File: src/rtl/alu_div_pkg.sv
// Shared types and constants for the sequential signed divider.
// Optional unsigned mode is enabled by defining ALU_DIV_UNSIGNED_EN.
package alu_div_pkg;

    localparam int unsigned WIDTH_DEFAULT = 8;

    // Truncated to the instance width where it is used.
    localparam logic [63:0] DIV_ZERO_QUOTIENT = '1;

    typedef enum logic [1:0] {
        IDLE,
        DIV,
        FIX
    } state_e;

endpackage

File: src/rtl/alu_div_if.sv
// START/BUSY/DONE handshake and operand/result bus of the divider.
// Defining ALU_DIV_UNSIGNED_EN adds the signed_op select.
interface alu_div_if #(
    parameter int unsigned WIDTH = alu_div_pkg::WIDTH_DEFAULT
);

    logic             start;
    logic [WIDTH-1:0] dividend;
    logic [WIDTH-1:0] divisor;
`ifdef ALU_DIV_UNSIGNED_EN
    logic             signed_op;
`endif
    logic [WIDTH-1:0] quotient;
    logic [WIDTH-1:0] remainder;
    logic             div_by_zero;
    logic             busy;
    logic             done;

    modport master (
        output start, dividend, divisor,
`ifdef ALU_DIV_UNSIGNED_EN
        output signed_op,
`endif
        input  quotient, remainder, div_by_zero, busy, done
    );

    modport slave (
        input  start, dividend, divisor,
`ifdef ALU_DIV_UNSIGNED_EN
        input  signed_op,
`endif
        output quotient, remainder, div_by_zero, busy, done
    );

endinterface

File: src/rtl/alu_div_sign_mag.sv
// Conditional two's-complement negate, used for operand magnitudes and result sign fix-up.
module div_sign_mag #(
    parameter int unsigned W = 8
) (
    input  logic [W-1:0] in,
    input  logic         neg_en,
    output logic [W-1:0] out
);

    assign out = neg_en ? (~in + W'(1)) : in;

endmodule

File: src/rtl/alu_div.sv
// Restoring shift-subtract signed divider, one quotient bit per clock.
// Define ALU_DIV_UNSIGNED_EN to add a per-operation signed/unsigned select.
module alu_div
    import alu_div_pkg::*;
#(
    parameter int unsigned WIDTH = WIDTH_DEFAULT
) (
    input logic      clk,
    input logic      reset,
    alu_div_if.slave bus
);

    localparam int unsigned CNT_W = $clog2(WIDTH) + 1;
    localparam int unsigned MW    = WIDTH + 1;

    state_e             state_q, state_d;
    logic [CNT_W-1:0]   cnt_q, cnt_d;
    logic [WIDTH-1:0]   rem_q, rem_d;
    logic [WIDTH-1:0]   quo_q, quo_d;
    logic [MW-1:0]      dvs_q, dvs_d;
    logic               sq_q, sq_d;
    logic               sr_q, sr_d;
    logic [WIDTH-1:0]   quotient_q, quotient_d;
    logic [WIDTH-1:0]   remainder_q, remainder_d;
    logic               dbz_q, dbz_d;
    logic               busy_q, busy_d;
    logic               done_q, done_d;

    logic               is_signed;
    logic               neg_dividend;
    logic               neg_divisor;
    logic [WIDTH-1:0]   dividend_mag;
    logic [WIDTH-1:0]   divisor_mag;
    logic [WIDTH-1:0]   quo_fixed;
    logic [WIDTH-1:0]   rem_fixed;
    logic [MW-1:0]      rem_sh;

`ifdef ALU_DIV_UNSIGNED_EN
    assign is_signed = bus.signed_op;
`else
    assign is_signed = 1'b1;
`endif

    assign neg_dividend = is_signed & bus.dividend[WIDTH-1];
    assign neg_divisor  = is_signed & bus.divisor[WIDTH-1];

    // A negated WIDTH-bit value read as unsigned is the exact magnitude, even for -2^(WIDTH-1).
    div_sign_mag #(.W(WIDTH)) u_abs_dividend (
        .in     (bus.dividend),
        .neg_en (neg_dividend),
        .out    (dividend_mag)
    );

    div_sign_mag #(.W(WIDTH)) u_abs_divisor (
        .in     (bus.divisor),
        .neg_en (neg_divisor),
        .out    (divisor_mag)
    );

    div_sign_mag #(.W(WIDTH)) u_fix_quo (
        .in     (quo_q),
        .neg_en (sq_q),
        .out    (quo_fixed)
    );

    div_sign_mag #(.W(WIDTH)) u_fix_rem (
        .in     (rem_q),
        .neg_en (sr_q),
        .out    (rem_fixed)
    );

    always_ff @(posedge clk) begin
        if (!reset) begin
            state_q     <= IDLE;
            cnt_q       <= '0;
            rem_q       <= '0;
            quo_q       <= '0;
            dvs_q       <= '0;
            sq_q        <= 1'b0;
            sr_q        <= 1'b0;
            quotient_q  <= '0;
            remainder_q <= '0;
            dbz_q       <= 1'b0;
            busy_q      <= 1'b0;
            done_q      <= 1'b0;
        end else begin
            state_q     <= state_d;
            cnt_q       <= cnt_d;
            rem_q       <= rem_d;
            quo_q       <= quo_d;
            dvs_q       <= dvs_d;
            sq_q        <= sq_d;
            sr_q        <= sr_d;
            quotient_q  <= quotient_d;
            remainder_q <= remainder_d;
            dbz_q       <= dbz_d;
            busy_q      <= busy_d;
            done_q      <= done_d;
        end
    end

    always_comb begin
        state_d     = state_q;
        cnt_d       = cnt_q;
        rem_d       = rem_q;
        quo_d       = quo_q;
        dvs_d       = dvs_q;
        sq_d        = sq_q;
        sr_d        = sr_q;
        quotient_d  = quotient_q;
        remainder_d = remainder_q;
        dbz_d       = dbz_q;
        busy_d      = busy_q;
        done_d      = 1'b0;
        rem_sh      = {rem_q, quo_q[WIDTH-1]};

        unique case (state_q)
            IDLE: begin
                if (bus.start) begin
                    if (bus.divisor == '0) begin
                        quotient_d  = WIDTH'(DIV_ZERO_QUOTIENT);
                        remainder_d = bus.dividend;
                        dbz_d       = 1'b1;
                        done_d      = 1'b1;
                    end else begin
                        quo_d   = dividend_mag;
                        dvs_d   = {1'b0, divisor_mag};
                        rem_d   = '0;
                        cnt_d   = '0;
                        sq_d    = neg_dividend ^ neg_divisor;
                        sr_d    = neg_dividend;
                        busy_d  = 1'b1;
                        state_d = DIV;
                    end
                end
            end
            DIV: begin
                quo_d = {quo_q[WIDTH-2:0], 1'b0};
                // Partial remainder stays below the divisor, so it always fits back in WIDTH bits.
                if (rem_sh >= dvs_q) begin
                    rem_d    = WIDTH'(rem_sh - dvs_q);
                    quo_d[0] = 1'b1;
                end else begin
                    rem_d = rem_sh[WIDTH-1:0];
                end
                cnt_d = cnt_q + CNT_W'(1);
                if (cnt_q == CNT_W'(WIDTH - 1)) begin
                    state_d = FIX;
                end
            end
            FIX: begin
                quotient_d  = quo_fixed;
                remainder_d = rem_fixed;
                dbz_d       = 1'b0;
                done_d      = 1'b1;
                busy_d      = 1'b0;
                state_d     = IDLE;
            end
            default: begin
                state_d = IDLE;
            end
        endcase
    end

    assign bus.quotient    = quotient_q;
    assign bus.remainder   = remainder_q;
    assign bus.div_by_zero = dbz_q;
    assign bus.busy        = busy_q;
    assign bus.done        = done_q;

endmodule

File: src/flat_wrapper.sv
// flat-port wrapper written by rule: the top's interface ports become plain ports
module alu_div_flat import alu_div_pkg::*;
#(
    parameter int unsigned WIDTH = WIDTH_DEFAULT
)
  (clk, reset, bus_start, bus_dividend, bus_divisor, bus_quotient, bus_remainder, bus_div_by_zero, bus_busy, bus_done);
  alu_div_if #(.WIDTH(WIDTH)) bus_i ();
  input logic clk;
  input logic reset;
  input wire logic [$bits(bus_i.start)-1:0] bus_start;
  input wire logic [$bits(bus_i.dividend)-1:0] bus_dividend;
  input wire logic [$bits(bus_i.divisor)-1:0] bus_divisor;
  output wire logic [$bits(bus_i.quotient)-1:0] bus_quotient;
  output wire logic [$bits(bus_i.remainder)-1:0] bus_remainder;
  output wire logic [$bits(bus_i.div_by_zero)-1:0] bus_div_by_zero;
  output wire logic [$bits(bus_i.busy)-1:0] bus_busy;
  output wire logic [$bits(bus_i.done)-1:0] bus_done;
  assign bus_i.start = bus_start;
  assign bus_i.dividend = bus_dividend;
  assign bus_i.divisor = bus_divisor;
  assign bus_quotient = bus_i.quotient;
  assign bus_remainder = bus_i.remainder;
  assign bus_div_by_zero = bus_i.div_by_zero;
  assign bus_busy = bus_i.busy;
  assign bus_done = bus_i.done;
  alu_div #(.WIDTH(WIDTH)) u_core (.clk(clk), .reset(reset), .bus(bus_i));
endmodule
File: config.mk
export PLATFORM = sky130hd
export DESIGN_NAME = alu_div_flat
export DESIGN_NICKNAME = d
export VERILOG_FILES = /design/src/rtl/alu_div_pkg.sv /design/src/rtl/alu_div_if.sv /design/src/rtl/alu_div_sign_mag.sv /design/src/rtl/alu_div.sv /design/src/flat_wrapper.sv
export SDC_FILE = /design/constraint.sdc
export NUM_CORES = 1
export LEC_CHECK = 0
export ABC_AREA = 0
export CORE_ASPECT_RATIO = 2
export CORE_MARGIN = 4
export CORE_UTILIZATION = 50
export CTS_CLUSTER_SIZE = 24
export DETAILED_ROUTE_END_ITERATION = 8
export MAX_ROUTING_LAYER = met4
export PLACE_DENSITY = 0.72
export SETUP_SLACK_MARGIN = 0.5
export SKIP_LAST_GASP = 1
export SYNTH_ARGS = -nofsm -noshare
export SYNTH_HDL_FRONTEND = slang
export SYNTH_SLANG_ARGS = --single-unit
File: constraint.sdc
create_clock -name clk -period 5 [get_ports clk]
set_clock_uncertainty 0.2 [all_clocks]
set_input_delay 1.25 -clock clk [delete_from_list [all_inputs] [get_ports clk]]
set_output_delay 1.25 -clock clk [all_outputs]
set_load 0.03 [all_outputs]
==> results of run 1 <==
## tightest hold or removal path, stage by stage, from the launching register on
cell and delay [ns]:
dfxtp_1 0.31, inv_1 0.05, a211oi_1 0.06
## metal layers
metal	vias up	global-route usage, %
met1	1282	19.9
met2	63	43.7
li1	1319	-
met4	0	15.5
met5	-	-
met3	21	3.63
## how the worst min path moves through the flow
stage                        endpoint                   start  slack [ns]  cells after the start
2_1_floorplan         u_core.cnt_q[3]         u_core.cnt_q[3]        0.22                      1
3_3_place_gp   u_core.bus.div_by_zero  u_core.bus.div_by_zero        0.25                      2
3_5_place_dp   u_core.bus.div_by_zero  u_core.bus.div_by_zero        0.27                      2
4_1_cts        u_core.bus.div_by_zero  u_core.bus.div_by_zero        0.28                      2
5_1_grt        u_core.bus.div_by_zero  u_core.bus.div_by_zero        0.31                      2
6_report       u_core.bus.div_by_zero  u_core.bus.div_by_zero        0.27                      2
## synth_stat cells (3+ instances only)
cell | count | share of area [%]
a211oi_1 | 11 | 2.8
a21boi_0 | 7 | 1.8
a21oi_1 | 25 | 4.2
a32oi_1 | 3 | 0.89
clkbuf_1 | 9 | 1.1
dfxtp_1 | 51 | 34
ha_1 | 13 | 5.5
inv_1 | 22 | 2.8
mux2i_1 | 14 | 4.7
nand2_1 | 26 | 3.3
nand2b_1 | 6 | 1.3
nand3_1 | 7 | 1.2
nand4_1 | 3 | 0.63
nor2_1 | 44 | 5.6
nor2b_1 | 6 | 1.3
nor3_1 | 5 | 0.84
o21ai_0 | 21 | 3.5
o21ai_1 | 3 | 0.51
o31ai_1 | 5 | 1.3
or3_1 | 3 | 0.63
xnor2_1 | 16 | 4.7
xor2_1 | 12 | 3.5
## cell type report
class	count	area, µm²	share of cell area [%]
multi-input cells	268	1790	50.9
flip-flops and latches	51	1020	29.0
repair buffers	39	385	10.9
clock buffers	7	153	4.33
inverters	23	86.3	2.45
well taps	61	76.3	2.17
clock inverters	1	7.51	0.213
## state kept, by name, summed over array words and instances, names as in the netlist
signal and count:
u_core.sq_q 1, u_core.rem_q 8, u_core.bus.remainder 8, u_core.cnt_q 4, u_core.bus.quotient 8, u_core.dvs_q 8, u_core.bus.div_by_zero 1, u_core.bus.done 1
u_core.sr_q 1, u_core.bus.busy 1, u_core.quo_q 8, u_core.state_q 2
## power groups by stage
stage | registers, mW | logic (mW) | clock network, mW
6_report | 0.454 | 0.269 | 0.366
5_1_grt | 0.457 | 0.299 | 0.381
4_1_cts | 0.454 | 0.270 | 0.369
3_5_place_dp | 0.463 | 0.268 | 0
3_3_place_gp | 0.463 | 0.263 | 0
2_1_floorplan | 0.455 | 0.203 | 0
## per-stage QoR
step,cells,power [mW]
detailed placement,442,0.730
global placement,442,0.726
global route,450,1.14
finish,450,1.09
floorplan,356,0.658
CTS,450,1.09
## logic make-up after synthesis
logic type	count (synthesis)	synth area share, %
xor gates and xnor gates	28	8.26
DFF	51	34.4
AOI/OAI and AO/OA	101	22.8
and+or+nand+nor	110	18.1
muxes	15	5.10
buffers and inverters	37	5.22
adders and majority gates	14	6.15
==> impl_results.md, run 1 <==
- Vias in the first global route: roughly 2700
- Routed Antenna Nets: 0
- Clock root buffer: clkbuf_16
- CP bufs+invs: 2
- Final setup viols: 0
- Clk sinks: between 50 and 60
- Max clock buf depth: 2
- Worst rel slew slack: between 40% and 50%
- Gr ovfl total: 0
- Post-synth cell types: 56
- DRC: 0
- Placement Setup Slack: 1.36 ns
- N_diodes: 0
- Share of cells above drive strength 1: a little under 6%
- Maximum VDD drop: between 0.0002 and 0.00025 V
- Worst r2r src: u_core.quo_q[7]
- Port buffer count: 37
- Worst setup startpoint: bus_divisor[0]
- Worst R2R Setup Slack: around 2.6 ns
- Initial antenna violation count: 0
- Die width: about 62 µm
- Synth Register Bits: 51
- Global-route wire length before repair: between 10000 and 15000 µm
- Total Routing Usage GR: 22.7%
- H-Tree Depth: 2
- Post-route cell area: between 3000 and 4000 µm²
- Met3 WL: approximately 200 µm
- Worst-Margin Slew: roughly 0.9 ns
- RSZ-0062 raised after global routing: no
- Layout Nets: ~420
- Async SR Flop Fraction: 0%
- Comb pwr share: 24.7%
- # Post-CTS Setup Buffers: 0
- Wire length on met2: around 4500 µm
- Post_cts resized: 0
- CTS tree: yes
- Vias: between 2000 and 3000
- LEAKAGE: about 1.4 nW
- Fmax: around 300 MHz
- Crit-path max FO: 19
- Global placement routability congestion: 0.861
- Setup TNS: 0 ns
- Setup CP Type: primary input to register
- CP delay by family, top: simple AND/OR/NAND/NOR gates
- Cells after synthesis: ~360
- Die Span Y: between 100 and 150 µm
- Outcome: finished, final reports clean
- WP data arrival: between 3 and 4 ns
- Most frequent cells in the layout: 51 x dfxtp_1, 44 x nor2_1, 37 x clkdlybuf4s50_1
- Syn Area/Cell: ~8.3 µm²
- Total iterations of the first detailed-routing run: 4
- Area growth from synthesis to layout: 18.6%
- Max-cap violation count: 0
- Detailed Route Iter0 Violations: 75
- Ys flop type: dfxtp_1
- Crit path required time: approximately 5.0 ns
- Met1 wire length: approximately 2800 µm
- P_int: roughly 760 µW
- Worst path cell trace: clkdlybuf4s50_1 > inv_1 > ha_1 > nor3b_2 > a211o_1 > nor2_4 > mux2i_1 > nor2_1
- Worst hold path class: register to register
- Post-DP Area: approximately 3400 µm²
- Final Worst Setup Slack: roughly 1.7 ns
- Detailed Route WL: ~7800 µm
- Sequential share of power: between 40% and 50%
- Post-DP HPWL: approximately 6000 µm
- Post-Syn Area: between 2000 and 3000 µm²
- Pwr dens: 309 nW/µm²
- Sw Share: 30.5%
- Worst-path clk slew: ~0.070 ns
- Synthesis Warnings: 0
- Reg2Reg Depth: 9
- Boundary pin count: 38
- Post-Syn Nets: ~400
- Hold Vio Cnt, Final: 0
- Max incr delay on CP: 0.50 ns
- Rows: 39
- Hold buffer count at CTS: 0
- Uppermost routed layer: met4
- Worst path depth: 8
- Worst-Skew Late Latency: roughly 0.30 ns
- Largest net degree at the start of global routing: 29
- CTS Buf Count: 5
- Hold slack final: 0.272 ns
- Clk network pwr share: around a third
- Vias per cell: slightly below 6
- RR Endpoint: u_core.rem_q[6]
- Die area: about 7300 µm²
- Post-synth EDFFs: 0
- Commonest non-fill, non-tap cell in the layout: dfxtp_1
- Fin. max-slew vios: 0
- Worst setup EP type: register
- Utilization after layout: 61.2%
- P_sw: between 300 and 400 µW
- Fillers: about 540
- Crit start category: primary input
- Sequential share of the synthesized area: between 30% and 40%
- Min cycle time layout: 3.32 ns
- Critical Path End: u_core.dvs_q[0]
- Core area: 5760 µm²
- Fin crit share: about two thirds
- Initial core utilization: between 50% and 60%
- CP max stage cell: clkdlybuf4s50_1
- WL per Instance: 17.4 µm
Power figures use the tool's default switching activity.
==> run 2: changes to the inputs <==
- PLACE_DENSITY: 0.72 -> 0.75
- clock period: 5 -> 2.7 ns (I/O delays scaled with it)
==> run 2 against run 1 <==
Combinational power grew 140%; design area grew 17%; routed wire length rose by 8.4%; non-clock buffer count is 47 higher; power grew 93%; setup slack worse by 1.2 ns; first-iteration DRC count increased by 120%; sequential power increased by 86%; flip-flop and latch count unchanged; sequential share of layout area decreased by 4.1 points; critical path depth up 2; cell count is 10% higher; largest power group unchanged; highest routed layer unchanged.
==> impl_results.md, run 2 (same netlist as run 1, synthesis figures left out) <==
- Vias per cell: a little under 6
- Max-cap violation count: 0
- RR Endpoint: u_core.rem_q[6]
- CP max stage cell: a211o_4
- Rows: 39
- Worst path cell trace: buf_8 > inv_12 > ha_4 > nor3b_4 > buf_6 > a211o_4 > nor2_4 > clkbuf_16 > nor2_1 > a211oi_1
- Hold Vio Cnt, Final: 0
- CP delay by family, top: compound AO/OA/AOI/OAI gates
- Min cycle time layout: roughly 2.2 ns
- Hold slack final: ~0.26 ns
- Placed insts: roughly 480
- Worst-path clk slew: about 0.060 ns
- Crit start category: primary input
- Detailed Route Iter0 Violations: 165
- Tot Pwr: 2.10 mW
- Maximum VDD drop: roughly 0.00062 V
- RSZ-0062 raised after global routing: yes
- Worst path depth: 10
- Post-DP HPWL: 6290 µm
- Utilization after layout: roughly 72%
- Setup TNS: 0 ns
- Total iterations of the first detailed-routing run: 4
- Crit-path max FO: 5
- CTS Buf Count: 5
- Worst rel slew slack: between 50% and 60%
- Post-DP Area: around 3700 µm²
- Placement Setup Slack: -0.275 ns
- Boundary pin count: 38
- Most frequent cells in the layout: 47 x dfxtp_1, 42 x nor2_1, 42 x buf_4
- Worst setup startpoint: bus_divisor[1]
- Share of cells above drive strength 1: around 22%
- Pwr dens: 509 nW/µm²
- Reg2Reg Depth: 9
- Routed Antenna Nets: 0
- CTS tree: yes
- Die area: 7310 µm²
- Worst r2r src: u_core.quo_q[7]
- Total Routing Usage GR: a little under a quarter
- DRC: 0
- Clock root buffer: clkbuf_16
- Global-route wire length before repair: about 13000 µm
- Vias: around 2900
- Commonest non-fill, non-tap cell in the layout: dfxtp_1
- Die width: 62.5 µm
- Crit path required time: around 2.7 ns
- Layout Nets: 468
- Worst hold path class: register to register
- Post-route cell area: 4120 µm²
- Worst-Margin Slew: approximately 0.62 ns
- LEAKAGE: approximately 1.9 nW
- WL per Instance: 17.1 µm
- Fin. max-slew vios: 0
- Final setup viols: 0
- Max clock buf depth: 2
- Initial core utilization: 51.6%
- Setup CP Type: primary input to register
- H-Tree Depth: 2
- Area growth from synthesis to layout: 38.9%
- Worst setup EP type: register
- Fin crit share: 81.1%
- Core area: between 5000 and 6000 µm²
- N_diodes: 0
- Worst R2R Setup Slack: around 0.6 ns
- Clk sinks: about 50
- Gr ovfl total: 0
- Detailed Route WL: about 8500 µm
- WP data arrival: about 2.2 ns
- CP bufs+invs: 4
- Max incr delay on CP: ~0.35 ns
- Worst-Skew Late Latency: ~0.29 ns
- Final cell count without fillers: approximately 500
- Vias in the first global route: between 2000 and 3000
- Outcome: finished, final reports clean
- Global placement routability congestion: between 0.9 and 1
- Die Span Y: between 100 and 150 µm
- Port buffer count: 37
- Largest net degree at the start of global routing: 28
- Fmax: between 400 and 500 MHz
- Final Worst Setup Slack: around 0.5 ns
- Critical Path End: u_core.dvs_q[1]
- Initial antenna violation count: 0
## run 2: changes by cell type in the layout (fill, tap and decap cells not counted), moves of 4 or more
cell / change
clkdlybuf4s50_1: -25
dlygate4sd2_1: +7
dfxtp_1: -4
buf_4: +40
dlymetal6s2s_1: +14
ha_1: -4
dfxtp_2: +4
a211oi_1: -4
a211oi_2: +4
## run 2: area by class of cell
| cell class | count | area, µm² |
|---|---|---|
| multi-input combinational | 268 | 1930 |
| fill | 432 | 1640 |
| sequential | 51 | 1030 |
| timing repair buffer | 86 | 851 |
| clock buffer | 7 | 133 |
| inverter | 23 | 104 |
| tap | 61 | 76.3 |
| clock inverter | 1 | 5.00 |
## run 2: report_power, final
group / switching (mW) / internal, mW
clock network: 0.265 / 0.343
logic: 0.323 / 0.325
registers: 0.0534 / 0.792
## run 2: worst min path at each step
stage,start,depth (start not counted),endpoint
global placement,u_core.cnt_q[3],1,u_core.cnt_q[3]
CTS,u_core.bus.div_by_zero,2,u_core.bus.div_by_zero
global route,u_core.bus.div_by_zero,2,u_core.bus.div_by_zero
floorplan,u_core.cnt_q[3],1,u_core.cnt_q[3]
finish,u_core.bus.div_by_zero,2,u_core.bus.div_by_zero
detailed placement,u_core.bus.div_by_zero,2,u_core.bus.div_by_zero
## run 2: routing by layer
| layer | vias to the layer above | global-route usage (%) | routed length [µm] | share of wire, % |
|---|---|---|---|---|
| met3 | 30 | 3.34 | 296 | 3.5 |
| met2 | 71 | 46.4 | 4850 | 57 |
| li1 | 1414 | - | - | - |
| met1 | 1400 | 21.6 | 3030 | 36 |
| met5 | - | - | 0 | 0 |
| met4 | 0 | 12.5 | 323 | 3.8 |
## run 2: worst register-to-register path, cell delays in order (launching register included)
cell and delay [ns]:
dfxtp_1 0.32, inv_2 0.10, ha_4 0.14, inv_1 0.05, fa_2 0.41, a211oi_2 0.22
o21bai_1 0.12, a21oi_2 0.16, xor2_1 0.14, o21ai_0 0.10
## run 2: what timing repair did
action,CTS,global route
setup endpoints to repair,52,51
gates resized for setup,27,47
hold endpoints to repair,0,0
pin swaps,7,16
setup buffers,4,8
hold buffers,0,0
gates cloned,0,2
==> run 3: changes to the inputs <==
- PLACE_DENSITY: 0.75 -> 0.72
- clock period: 2.7 -> 2.3 ns (I/O delays scaled with it)
==> run 3 against run 2 <==
Register-to-register slack worse by 0.40 ns; design area up 18%; global-route usage up 4.4 points; via count up 12%; largest power group is now combinational cells; sequential power up 20%; first-iteration DRC count up 44%; cell count up 4.6%; hold slack better by 0.023 ns.
==> impl_results.md, run 3 (same netlist as run 1, synthesis figures left out) <==
- Total Routing Usage GR: roughly 28%
- Worst R2R Setup Slack: about 0.21 ns
- Worst rel slew slack: ~54%
- CTS Buf Count: 5
- Pwr dens: just under 600 nW/µm²
- Min cycle time layout: 2.19 ns
- Clock root buffer: clkbuf_16
- Vias in the first global route: between 3000 and 4000
- H-Tree Depth: 2
- Rows: 39
- Placed insts: about 480
- Post-route cell area: between 4000 and 5000 µm²
- Core area: about 5800 µm²
- Final setup viols: 0
- Detailed Route WL: ~12000 µm
- Fillers: 296
- Post-DP HPWL: around 6600 µm
- Reg2Reg Depth: 5
- Die Span Y: around 120 µm
- Met3 Use GR: ~3.7%
- Total iterations of the first detailed-routing run: 5
- Setup CP Type: primary input to register
- Max-cap violation count: 0
- Area growth from synthesis to layout: 63.6%
- Outcome: finished, final reports clean
- Share of cells above drive strength 1: a little under 50%
- Hold Vio Cnt, Final: 0
- Crit path required time: between 2 and 2.5 ns
- Placement Setup Slack: -0.554 ns
- Worst-Margin Slew: slightly below 0.7 ns
- Vias: between 3000 and 4000
- Commonest non-fill, non-tap cell in the layout: buf_4
- Hold slack final: 0.279 ns
- Max clock buf depth: 2
- Met1 usage: about a quarter
- Worst hold path depth: 2
- Post-DP Area: approximately 3700 µm²
- Initial antenna violation count: 0
- Routed Antenna Nets: 0
- Initial core utilization: approximately half
- Worst r2r src: u_core.rem_q[0]
- Boundary pin count: 38
- DRC: 0
- Worst setup startpoint: bus_divisor[0]
- Hold buffer count at CTS: 0
- LEAKAGE: approximately 1.9 nW
- Worst hold path class: register to register
- N_diodes: 0
- RSZ-0062 raised after global routing: yes
- Gr ovfl total: 0
- Die width: around 62 µm
- Fin crit share: roughly 95%
- Seq. cell area: about 1000 µm²
- Largest net degree at the start of global routing: 28
- RR Endpoint: u_core.bus.remainder[5]
- CTS tree: yes
- Maximum VDD drop: roughly 0.00055 V
- Most frequent cells in the layout: 46 x buf_4, 36 x dfxtp_1, 25 x nor2_1
- Fmax: ~460 MHz
- Vias per cell: 6.27
- Global-route wire length before repair: 15400 µm
- Final Worst Setup Slack: 0.112 ns
- Global placement routability congestion: 0.912
- Crit start category: primary input
- Worst hold path startpoint: u_core.bus.div_by_zero
- Clk sinks: a little over 50
- Detailed Route Iter0 Violations: around 240
- GRT met2 Usage: a little over half
- Final cell count without fillers: 520
- Worst-path clk slew: 0.07 ns
- Crit-path max FO: 5
- WP data arrival: between 2 and 2.5 ns
- Setup TNS: 0 ns
- Multi-input gate area: roughly 2500 µm²
- Port buffer count: 37
- Global route hottest layer: met2
- Layout Nets: 491
- Worst setup EP type: register
- Hold Path End: u_core.bus.div_by_zero
- WL per Instance: 22.3 µm
- Worst-Skew Late Latency: around 0.29 ns
- Fin. max-slew vios: 0
- Die area: roughly 7300 µm²
[run 3: cell type report]
class,instances,area share (%)
clock buffer,5,2.58
tap,61,1.57
clock inverter,3,0.489
multi-input combinational,269,50.9
timing repair buffer,108,20.7
sequential,51,21.6
inverter,23,2.19
[run 3: repair_timing]
item / 4_1_cts / 5_1_grt
pin swaps: 50 / 41
buffers inserted: 11 / 20
endpoints found under the setup margin: 69 / 62
cloned: 3 / 1
resized for setup: 169 / 103
[run 3: critical path: stages]
cell and delay, ns:
buf_8 0.08, clkinv_4 0.04, ha_4 0.15, nor3b_4 0.17, a211o_4 0.36, nor2_4 0.24
buf_6 0.15, mux2i_1 0.29, nor2_1 0.10
[run 3: worst max path at each step]
stage | to | slack [ns] | depth (start not counted)
final | u_core.sr_q | 0.11 | 9
after global routing | u_core.sr_q | 0.12 | 9
after CTS | u_core.rem_q[6] | 0.24 | 9
after detailed placement | u_core.bus.remainder[5] | -0.55 | 8
after global placement | u_core.bus.remainder[5] | -0.51 | 8
after floorplan | u_core.dvs_q[6] | 0.18 | 9
[run 3: stage by stage]
step                util [%]  power (mW)
global placement        65.1        1.66
finish                  84.4        2.86
floorplan                  -        1.46
global route            84.4        2.95
detailed placement      65.1        1.68
CTS                     75.5        2.60
[run 3: per-layer routing]
| metal | vias to the layer above | wire (µm) |
|---|---|---|
| li1 | 1460 | - |
| met1 | 1584 | 3670 |
| met2 | 151 | 6450 |
| met3 | 66 | 532 |
| met4 | 0 | 947 |
| met5 | - | 0 |
[run 3: where the power goes]
group	internal, mW	total [mW]	switching, mW
Sequential	0.931	1.01	0.0818
Clock	0.408	0.769	0.361
Combinational	0.518	1.08	0.559
